`config.mk`:
```
export PLATFORM = sky130hd
export DESIGN_NAME = prio_req_arbiter
export DESIGN_NICKNAME = d
export VERILOG_FILES = /design/src/rtl/prio_req_arbiter.sv
export SDC_FILE = /design/constraint.sdc
export NUM_CORES = 1
export LEC_CHECK = 0
export BUFFER_PORTS_ARGS = -buffer_cell sky130_fd_sc_hd__buf_2
export CORE_UTILIZATION = 40
export CTS_BUF_LIST = sky130_fd_sc_hd__clkbuf_2
export CTS_CLUSTER_SIZE = 10
export DETAILED_ROUTE_END_ITERATION = 12
export PLACE_DENSITY = 0.66
export SLEW_MARGIN = 20
export SYNTH_ARGS = -nofsm -noshare
export SYNTH_HDL_FRONTEND = slang
export SYNTH_SLANG_ARGS = --single-unit
```
`constraint.sdc`:
```
create_clock -name clk -period 3.7 [get_ports clk]
set_clock_uncertainty 0.15 [all_clocks]
set_input_delay 0.555 -clock clk [delete_from_list [all_inputs] [get_ports clk]]
set_output_delay 0.555 -clock clk [all_outputs]
set_load 0.05 [all_outputs]
```
`src/rtl/prio_req_arbiter.sv`:
```
// Registered priority arbiter: sticky pending register, one grant at a time under valid/ready.
// Define ROUND_ROBIN_EN for rotating priority (ptr register); default is fixed highest-index-wins.
//
// state | meaning
// IDLE  | no grant outstanding; grant is issued next edge if pending is non-zero
// GRANT | grant_idx/grant_onehot presented and held until grant_ready
module prio_req_arbiter #(
  parameter int N  = 8,
  parameter int IW = $clog2(N),
  parameter int CW = $clog2(N+1)
) (
  input  logic          clk,
  input  logic          rst_n,
  input  logic [N-1:0]  req,
  input  logic          grant_ready,
  output logic          grant_valid,
  output logic [IW-1:0] grant_idx,
  output logic [N-1:0]  grant_onehot,
  output logic [CW-1:0] pending_cnt,
  output logic          pending_any
);

  typedef enum logic {IDLE, GRANT} state_t;

  state_t        state, state_next;
  logic [N-1:0]  pending, pending_next, clr, rem, onehot_next;
  logic [IW-1:0] idx_next, idle_start, accept_start;
  logic          accept;

  // Descending search from start with wrap-around; fixed priority is the start = N-1 case.
  function automatic logic [IW-1:0] pick(input logic [N-1:0] vec, input logic [IW-1:0] start);
    logic [IW-1:0] win;
    logic [IW-1:0] jj;
    logic          found;
    int            j;
    win   = '0;
    found = 1'b0;
    for (int i = 0; i < N; i++) begin
      j = int'(start) - i;
      if (j < 0) j = j + N;
      jj = IW'(j);
      if (!found && vec[jj]) begin
        found = 1'b1;
        win   = jj;
      end
    end
    return win;
  endfunction

  function automatic logic [N-1:0] onehot_of(input logic [IW-1:0] idx);
    logic [N-1:0] v;
    v      = '0;
    v[idx] = 1'b1;
    return v;
  endfunction

  function automatic logic [CW-1:0] popcount(input logic [N-1:0] vec);
    logic [CW-1:0] c;
    c = '0;
    for (int i = 0; i < N; i++) c = c + CW'(vec[i]);
    return c;
  endfunction

`ifdef ROUND_ROBIN_EN
  logic [IW-1:0] ptr, ptr_next;

  assign idle_start   = ptr;
  assign accept_start = (grant_idx == '0) ? IW'(N-1) : grant_idx - IW'(1);

  always_comb begin
    ptr_next = ptr;
    if (accept) ptr_next = accept_start;
  end

  always_ff @(posedge clk) begin
    if (!rst_n) ptr <= IW'(N-1);
    else        ptr <= ptr_next;
  end
`else
  assign idle_start   = IW'(N-1);
  assign accept_start = IW'(N-1);
`endif

  assign grant_valid = (state == GRANT);

  always_comb begin
    state_next   = state;
    idx_next     = grant_idx;
    onehot_next  = grant_onehot;
    accept       = (state == GRANT) && grant_ready;
    rem          = pending & ~grant_onehot;
    clr          = accept ? grant_onehot : '0;
    // Same-cycle req sets after the clear, so a re-request survives its own accept.
    pending_next = (pending & ~clr) | req;
    case (state)
      IDLE: begin
        if (|pending) begin
          state_next  = GRANT;
          idx_next    = pick(pending, idle_start);
          onehot_next = onehot_of(idx_next);
        end
      end
      GRANT: begin
        if (grant_ready) begin
          if (|rem) begin
            idx_next    = pick(rem, accept_start);
            onehot_next = onehot_of(idx_next);
          end else begin
            state_next  = IDLE;
            onehot_next = '0;
          end
        end
      end
      default: state_next = IDLE;
    endcase
  end

  always_ff @(posedge clk) begin
    if (!rst_n) begin
      state        <= IDLE;
      pending      <= '0;
      grant_idx    <= '0;
      grant_onehot <= '0;
      pending_cnt  <= '0;
      pending_any  <= 1'b0;
    end else begin
      state        <= state_next;
      pending      <= pending_next;
      grant_idx    <= idx_next;
      grant_onehot <= onehot_next;
      pending_cnt  <= popcount(pending_next);
      pending_any  <= |pending_next;
    end
  end

endmodule
```
==> results of run 1 <==
worst min-delay path by stage:
stage / from / end
after detailed placement: grant_idx[2] / grant_idx[2]
after floorplan: pending[0] / pending[0]
final: req[2] / pending[2]
after global placement: grant_idx[2] / grant_idx[2]
after CTS: req[2] / pending[2]
after global routing: req[2] / pending[2]
registers in the layout (all words and copies together) (netlist names):
| signal | cells |
|---|---|
| grant_idx | 3 |
| pending_any | 1 |
| grant_onehot | 8 |
| pending | 8 |
| pending_cnt | 4 |
| grant_valid | 1 |
power by group:
| part | total [W] | leakage [nW] | switching [W] | internal [W] |
|---|---|---|---|---|
| Clock | 0.000115 | 0.0126 | 0.0000904 | 0.0000251 |
| Sequential | 0.000334 | 0.208 | 0.0000274 | 0.000307 |
| Combinational | 0.000360 | 0.472 | 0.000245 | 0.000115 |
kinds of logic (layout without fill, tap and decap cells):
kind of cell | after synthesis | in the layout | share of synthesized area (%)
fa+ha+maj | 8 | 8 | 8.882
buf+inv | 17 | 46 | 5.977
compound gates | 49 | 49 | 22.97
xor+xnor | 1 | 1 | 0.5979
simple gates | 74 | 74 | 27.41
flops | 25 | 25 | 34.16
worst max-delay path, delay by kind of cell (launching register included):
family | cells | cell delay (ns)
buffers and inverters | 2 | 0.13
AOI/OAI and AO/OA | 1 | 0.23
DFF | 1 | 0.38
and+or+nand+nor | 3 | 0.32
xor gates and xnor gates | 1 | 0.14
adders and majority gates | 5 | 1.94
metrics by stage:
| stage | utilization, % | worst slack (ns) | hold slack [ns] | instance area (µm²) | total power, W |
|---|---|---|---|---|---|
| floorplan | - | 0.01610 | 0.3657 | 1474 | 0.0006210 |
| global placement | 48.53 | 0.08927 | 0.3064 | 1658 | 0.0006891 |
| detailed placement | 48.53 | 0.02062 | 0.3196 | 1658 | 0.0006999 |
| CTS | 49.19 | 0.3164 | 0.2285 | 1680 | 0.0008184 |
| global route | 49.19 | 0.1172 | 0.2394 | 1680 | 0.0008622 |
| finish | 49.19 | 0.3489 | 0.2380 | 1680 | 0.0008102 |
cells in the final DEF, fill, tap and decap left out, types with 2 or more instances in the layout:
| cell | instances |
|---|---|
| buf_2 | 27 |
| dfxtp_1 | 24 |
| nand2_1 | 18 |
| nor2_1 | 18 |
| a21oi_1 | 11 |
| nand2b_1 | 10 |
| inv_1 | 9 |
| a31oi_1 | 8 |
| o21ai_0 | 7 |
| buf_4 | 6 |
| o21ai_1 | 5 |
| fa_1 | 4 |
| ha_1 | 4 |
| and2_1 | 3 |
| a21oi_2 | 3 |
| nand2b_2 | 3 |
| nand4_1 | 3 |
| nand3b_1 | 3 |
| nand3_1 | 3 |
| clkbuf_2 | 3 |
| and4_1 | 2 |
| o221a_1 | 2 |
| nor2b_1 | 2 |
| nor4_1 | 2 |
| nor3_1 | 2 |
layer usage:
metal	share of wire [%]	track usage, %
met2	46	30.03
met4	1.9	9.012
met5	0	0
met1	48	26.07
met3	3.8	3.102
final cells by class:
type                       instances  share of cell area (%)
clock buffer                       3                  0.8935
clock inverter                     1                  0.4468
inverter                           9                   2.010
multi-input combinational        132                   52.64
sequential                        25                   29.86
tap                               46                   3.425
timing repair buffer              33                   10.72
==> impl_metrics.csv, run 1 <==
group,metric,value,unit
pwr,leakagePower,0.6926,nW
cts,holdBufCountCts,0,
layout,synthToLayoutAreaGrowth,14.69,%
worst_setup_path,cp.arrival,3.51,ns
yosys,synthFlopType,"dfxtp_1",
yosys,yosys.area.top_type,"dfxtp_1",
placement,hpwl,2740,µm
yosys,yosysUniqueCellTypes,45,
floorplanning,core,0.003416,mm²
worst_setup_path,r2r-end,"pending_cnt[2]",
worst_setup_path,path_class,"reg -> reg",
floorplanning,die_h,62.52,µm
yosys,synth_area,0.001465,mm²
cts,cts_setup_buffers,0,
floorplanning,ios,28,
worst_hold_path,whs_path_depth,3,
worst_setup_path,rrSetupSlack,0.35,ns
drt,drt-initial-drc-count,79,
cts,cts-root-buf,"clkbuf_2",
layout,antenna_cells,0,
cts,cts_tree,"built",
floorplanning,die-area,0.003909,mm²
yosys,yosysTopAreaCellShare,34.16,%
yosys,avgSynthCellArea,8.420,µm²
cts,clock_sinks,25,
timing,fin_crit_sh,90.57,%
drt,drtAntennaViolNets,0,
cts,cts_made_buffers,3,
outcome,status,"complete, no violations",
yosys,ys_warn_count,0,
layout,fillCellCount,349,
yosys,syn_nets,193,
timing,setup_viol,0,
pwr,p_per_area,482.2,mW/mm²
placement,port_buffers,27,
timing,rsz0062_at_grt,"false",
global_route,grt_usage,19.33,%
cts,clock_latency,0.38,ns
yosys,syn_inst,174,
worst_hold_path,worstHoldPathType,"in -> reg",
pwr,irDropWorstVdd,0.1456,mV
drt,wl_per_cell,14.37,µm
worst_setup_path,end_kind,"register",
timing,final_hold_viol_count,0,
drt,drc,0,
cts,cts_resized,0,
placement,place_inst,245,
worst_setup_path,crit_path_start,"grant_valid",
floorplanning,start_util,42.89,%
global_route,antenna_found_initial,0,
yosys,ys_ff_latch,25,
drt,routed_via_density,5.398,
worst_setup_path,crit_fanout,4,
timing,slew_viol_final,0,
floorplanning,rows,21,
cts,htreeDepth,1,
floorplanning,die_w,62.52,µm
worst_setup_path,cp-endpoint,"pending_cnt[2]",
cts,ctsLongestPathBuffers,2,
yosys,synth_edf_count,0,
layout,finalNonFillerCells,249,
yosys,async_flop_share,0,%
job,max_cap_violations,0,
layout,seqCellArea,501.7,µm²
timing,slew_headroom,50.26,%
drt,vias,1344,
worst_setup_path,crit_required,3.86,ns
worst_setup_path,cpMaxStageDelayCell,"fa_1",
global_route,grt_pass1_vias,1243,
timing,min_period,3.351,ns
yosys,ys_top_cells_by_count,"dfxtp_1 (25), nand2_1 (18), nor2_1 (18), a21oi_1 (13), nand2b_1 (10)",
global_route,grt_max_degree,20,
placement,place_congestion,0.8460,
worst_setup_path,path_cells,"and2_1 -> nand2_1 -> a21oi_1 -> fa_1 -> fa_1 -> fa_1 -> inv_1 -> ha_1 -> inv_1 -> fa_1 -> xor2_1 -> nor2_1",
worst_setup_path,r2r_cells,12,
global_route,grt_pass1_wl,5892,µm
layout,fin_nets,223,
drt,firstDrtPassIters,4,
yosys,ys_seq_area_share,34.16,%
timing,clock.fmax,298.4,MHz
yosys,yosysMostFrequentCell,"dfxtp_1",
worst_setup_path,r2r-start,"grant_valid",
timing,worst_pin_slew,0.7411,ns
layout,multi_input_area,884.6,µm²
worst_setup_path,cp-start-kind,"register",
global_route,grt_overflow,0,
yosys,synth.area.top_cells,"dfxtp_1 (34%), fa_1 (5.5%), nand2_1 (4.6%)",
layout,drive_gt1_share,25.62,%
drt,wirelength,3579,µm
worst_setup_path,slowest_delay,0.51,ns
cts,clk_pin_slew,0.26,ns
timing,fin_tns_setup,0,ns
worst_setup_path,cpMostUsedCell,"fa_1",
No activity file was read; power rests on OpenSTA's default activity.
==> run 2, diff against run 1 <==
==> constraint.sdc (replaced) <==
create_clock -name clk -period 3.7 [get_ports clk]
set_clock_uncertainty 0.15 [all_clocks]
set_input_delay 0.74 -clock clk [delete_from_list [all_inputs] [get_ports clk]]
set_output_delay 0.74 -clock clk [all_outputs]
set_load 0.05 [all_outputs]
==> impl_metrics.csv, run 2 (synthesis gave the netlist of run 1 again) <==
group,metric,value,unit
cts,htreeDepth,1,
worst_hold_path,whs_path_depth,2,
timing,rsz0062_at_grt,"false",
drt,drc,0,
floorplanning,die-area,0.003909,mm²
drt,wirelength,3528,µm
worst_setup_path,end_kind,"register",
cts,cts_tree,"built",
worst_setup_path,crit_cells,13,
cts,cts-root-buf,"clkbuf_2",
cts,holdBufCountCts,0,
worst_hold_path,worstHoldPathType,"reg -> reg",
outcome,status,"complete, no violations",
floorplanning,core,0.003416,mm²
drt,routed_via_density,5.604,
floorplanning,die_h,62.52,µm
drt,vias,1401,
placement,port_buffers,27,
global_route,grt_overflow,0,
pwr,irDropWorstVdd,0.2191,mV
layout,fin_area,0.001692,mm²
floorplanning,die_w,62.52,µm
worst_setup_path,r2r_cells,12,
cts,cts_setup_buffers,0,
floorplanning,start_util,42.89,%
placement,place_congestion,0.8961,
global_route,grt_pass1_vias,1287,
cts,cts_resized,0,
global_route,grt_usage,18.95,%
worst_setup_path,crit_family,"adder cells",
layout,final_util,49.52,%
layout,top_regs,"grant_onehot (8), pending (8), pending_cnt (4)",
layout,drive_gt1_share,26.47,%
worst_setup_path,slowest_delay,0.52,ns
timing,setup_viol,0,
timing,slew_headroom,49.30,%
job,max_cap_violations,0,
worst_setup_path,cpMaxStageDelayCell,"fa_1",
worst_setup_path,path_cells,"buf_2 -> and2_1 -> nand2_1 -> a21oi_2 -> fa_1 -> fa_1 -> fa_1 -> inv_1 -> ha_1 -> inv_1 -> fa_1 -> xor2_1 -> nor2_1",
drt,wl_per_cell,14.11,µm
layout,finalNonFillerCells,250,
global_route,grt_max_degree,20,
pwr,leakagePower,0.6978,nW
timing,worst_pin_slew,0.7554,ns
layout,final_common_cell,"buf_2",
worst_setup_path,crit_required,3.82,ns
cts,clk_pin_slew,0.25,ns
timing,fin_tns_setup,0,ns
worst_setup_path,cpMostUsedCell,"fa_1",
cts,clock_latency,0.35,ns
drt,firstDrtPassIters,4,
layout,final_cell_mix,"buf_2 (27), dfxtp_1 (24), nand2_1 (18), nor2_1 (18)",
timing,min_period,3.443,ns
drt,drtAntennaViolNets,0,
timing,final_hold_viol_count,0,
cts,ctsLongestPathBuffers,2,
cts,cts_made_buffers,3,
timing,fin_crit_sh,93.06,%
floorplanning,rows,21,
placement,place_inst,246,
worst_setup_path,cp.arrival,3.57,ns
timing,slew_viol_final,0,
layout,synthToLayoutAreaGrowth,15.46,%
layout,fin_nets,224,
worst_setup_path,crit_fanout,4,
floorplanning,ios,28,
global_route,grt_pass1_wl,5899,µm
layout,antenna_cells,0,
worst_setup_path,cp-start-kind,"primary input",
worst_setup_path,path_class,"in -> reg",
timing,clock.fmax,290.4,MHz
placement,hpwl,2661,µm
placement,place_area,0.001669,mm²
cts,clock_sinks,25,
pwr,p_per_area,477.8,mW/mm²
global_route,antenna_found_initial,0,
worst_setup_path,path_buf_inv,3,
drt,drt-initial-drc-count,114,
## run 2: cell count changes in the layout (fill, tap and decap cells not counted), sizes merged
cell and change:
buf +1
## run 2: worst reg2reg max path, cell delays in order (launching register included)
cell	delay [ns]
dfxtp_2	0.38
and2_1	0.20
nand2_1	0.09
a21oi_2	0.19
fa_1	0.48
fa_1	0.52
fa_1	0.42
inv_1	0.08
ha_1	0.16
inv_1	0.05
fa_1	0.37
xor2_1	0.14
nor2_1	0.05
## run 2: routing by layer
layer	global-route usage (%)	vias up	wire length, µm	share of wire, %
met5	0	-	0	0
met4	6.977	0	32	0.91
met3	2.372	4	178	5.0
met2	29.76	48	1682	48
met1	26.41	667	1634	46
li1	-	682	-	-
## run 2: metrics by stage
stage          setup WS, ns  total power (W)  hold slack, ns
3_3_place_gp       -0.07510        0.0006930          0.3037
3_5_place_dp        -0.1491        0.0007003          0.3175
5_1_grt              0.1697        0.0008672          0.3692
4_1_cts              0.2491        0.0008135          0.3441
6_report             0.2568        0.0008083          0.3389
2_1_floorplan       0.01430        0.0006213          0.3657
## run 2: where the power goes
group	leakage, nW	internal [W]	switching (W)
sequential	0.208	0.000307	0.0000274
combinational	0.477	0.000117	0.000246
clock	0.0126	0.0000251	0.0000862
## run 2: layout make-up
| cell class | count | area, µm² |
|---|---|---|
| clock buffers | 3 | 15.01 |
| clock inverters | 1 | 7.507 |
| fillers | 341 | 1724 |
| inverters | 9 | 33.78 |
| multi-input cells | 132 | 888.4 |
| flip-flops and latches | 25 | 501.7 |
| well taps | 46 | 57.56 |
| repair buffers | 34 | 187.7 |
## run 2: final timing paths
path	from	end	slack (ns)
worst max-delay path	grant_ready	pending_cnt[2]	0.26
worst min-delay path	grant_idx[2]	grant_idx[2]	0.34
worst max register to register	grant_valid	pending_cnt[2]	0.36
worst min register to register	grant_idx[2]	grant_idx[2]	0.34
==> run 3, diff against run 2 <==
Settings changed: CTS_BUF_LIST sky130_fd_sc_hd__clkbuf_2 to default.
==> impl_metrics.csv, run 3 (synthesis gave the netlist of run 1 again) <==
group,metric,value,unit
layout,drive_gt1_share,26.47,%
worst_setup_path,crit_fanout,4,
drt,drt-initial-drc-count,88,
pwr,leakagePower,0.6992,nW
layout,top_regs,"grant_onehot (8), pending (8), pending_cnt (4)",
drt,wl_per_cell,13.90,µm
timing,fin_tns_setup,0,ns
drt,routed_via_density,5.548,
outcome,status,"complete, no violations",
worst_setup_path,r2r_cells,12,
cts,cts_resized,0,
global_route,grt_usage,19.14,%
layout,antenna_cells,0,
cts,ctsLongestPathBuffers,2,
global_route,grt_max_degree,20,
worst_setup_path,cp.arrival,3.57,ns
timing,worst_pin_slew,0.7718,ns
cts,cts-root-buf,"clkbuf_4",
global_route,grt_overflow,0,
timing,setup_viol,0,
floorplanning,ios,28,
cts,clock_sinks,25,
global_route,grt_pass1_wl,5913,µm
worst_setup_path,cp-start-kind,"primary input",
global_route,met3_usage,3.650,%
drt,drtAntennaViolNets,0,
worst_hold_path,worstHoldPathType,"reg -> reg",
drt,firstDrtPassIters,4,
drt,drc,0,
placement,hpwl,2661,µm
floorplanning,die_w,62.52,µm
global_route,grtUsageMet1,25.51,%
worst_setup_path,end_kind,"register",
layout,finalNonFillerCells,250,
timing,min_period,3.489,ns
cts,holdBufCountCts,0,
placement,port_buffers,27,
layout,final_common_cell,"buf_2",
floorplanning,core,0.003416,mm²
floorplanning,die_h,62.52,µm
floorplanning,die-area,0.003909,mm²
pwr,p_per_area,486.0,mW/mm²
timing,rsz0062_at_grt,"false",
cts,clock_latency,0.33,ns
drt,wirelength,3476,µm
cts,cts_tree,"built",
worst_hold_path,whs_path_depth,2,
pwr,irDropWorstVdd,0.2196,mV
placement,place_congestion,0.8961,
floorplanning,start_util,42.89,%
worst_setup_path,crit_required,3.78,ns
drt,vias,1387,
timing,fin_crit_sh,94.29,%
timing,final_hold_viol_count,0,
cts,htreeDepth,1,
timing,slew_viol_final,0,
worst_setup_path,path_class,"in -> reg",
global_route,antenna_found_initial,0,
timing,clock.fmax,286.6,MHz
timing,slew_headroom,48.20,%
global_route,grt_pass1_vias,1293,
cts,clk_pin_slew,0.15,ns
cts,cts_made_buffers,3,
layout,fin_nets,224,
global_route,grt_use_met2,30.03,%
global_route,grt.busiest_layer,"met2",
floorplanning,rows,21,
layout,final_cell_mix,"buf_2 (27), dfxtp_1 (24), nand2_1 (18), nor2_1 (18)",
cts,cts_setup_buffers,0,
layout,synthToLayoutAreaGrowth,15.97,%
job,max_cap_violations,0,
placement,place_inst,246,
==> run 3: cell types whose count changed in the layout (fill, tap and decap cells not counted) <==
cell / delta
clkbuf_4: +3
clkbuf_2: -3
==> run 3: critical path, stage by stage <==
cell     delay, ns
buf_2         0.09
and2_1        0.20
nand2_1       0.09
a21oi_2       0.19
fa_1          0.47
fa_1          0.52
fa_1          0.42
inv_1         0.07
ha_1          0.16
inv_1         0.05
fa_1          0.37
xor2_1        0.14
nor2_1        0.05
==> run 3: path summary, 6_finish.rpt <==
path / from / end / slack, ns
max reg2reg: grant_valid / pending_cnt[2] / 0.37
min reg2reg: grant_idx[2] / grant_idx[2] / 0.33
min: grant_idx[2] / grant_idx[2] / 0.33
max: grant_ready / pending_cnt[2] / 0.21
==> run 3: report_power, final <==
group / switching [W] / total [W] / internal (W)
clock network: 0.0000891 / 0.000131 / 0.0000415
registers: 0.0000270 / 0.000334 / 0.000306
logic: 0.000245 / 0.000362 / 0.000117
==> run 3: layout make-up <==
cell class	count	area, µm²
fill	344	1717
sequential	25	501.7
clock inverter	1	7.507
multi-input combinational	132	888.4
tap	46	57.56
inverter	9	33.78
timing repair buffer	34	187.7
clock buffer	3	22.52
==> run 3: metal layers <==
| layer | part of all wire, % | up-vias |
|---|---|---|
| li1 | - | 682 |
| met1 | 45 | 644 |
| met2 | 47 | 56 |
| met3 | 7.5 | 5 |
| met4 | 1.2 | 0 |
| met5 | 0 | - |
==> run 3: metrics by stage <==
stage,power (W),hold WS (ns),setup WS (ns),utilization (%),instance area [µm²]
after floorplan,0.0006213,0.3657,0.01430,-,1478
after global placement,0.0006930,0.3037,-0.07510,48.86,1669
after detailed placement,0.0007003,0.3175,-0.1491,48.86,1669
after CTS,0.0008301,0.3364,0.1948,49.74,1699
after global routing,0.0008823,0.3622,0.1077,49.74,1699
final,0.0008258,0.3325,0.2113,49.74,1699
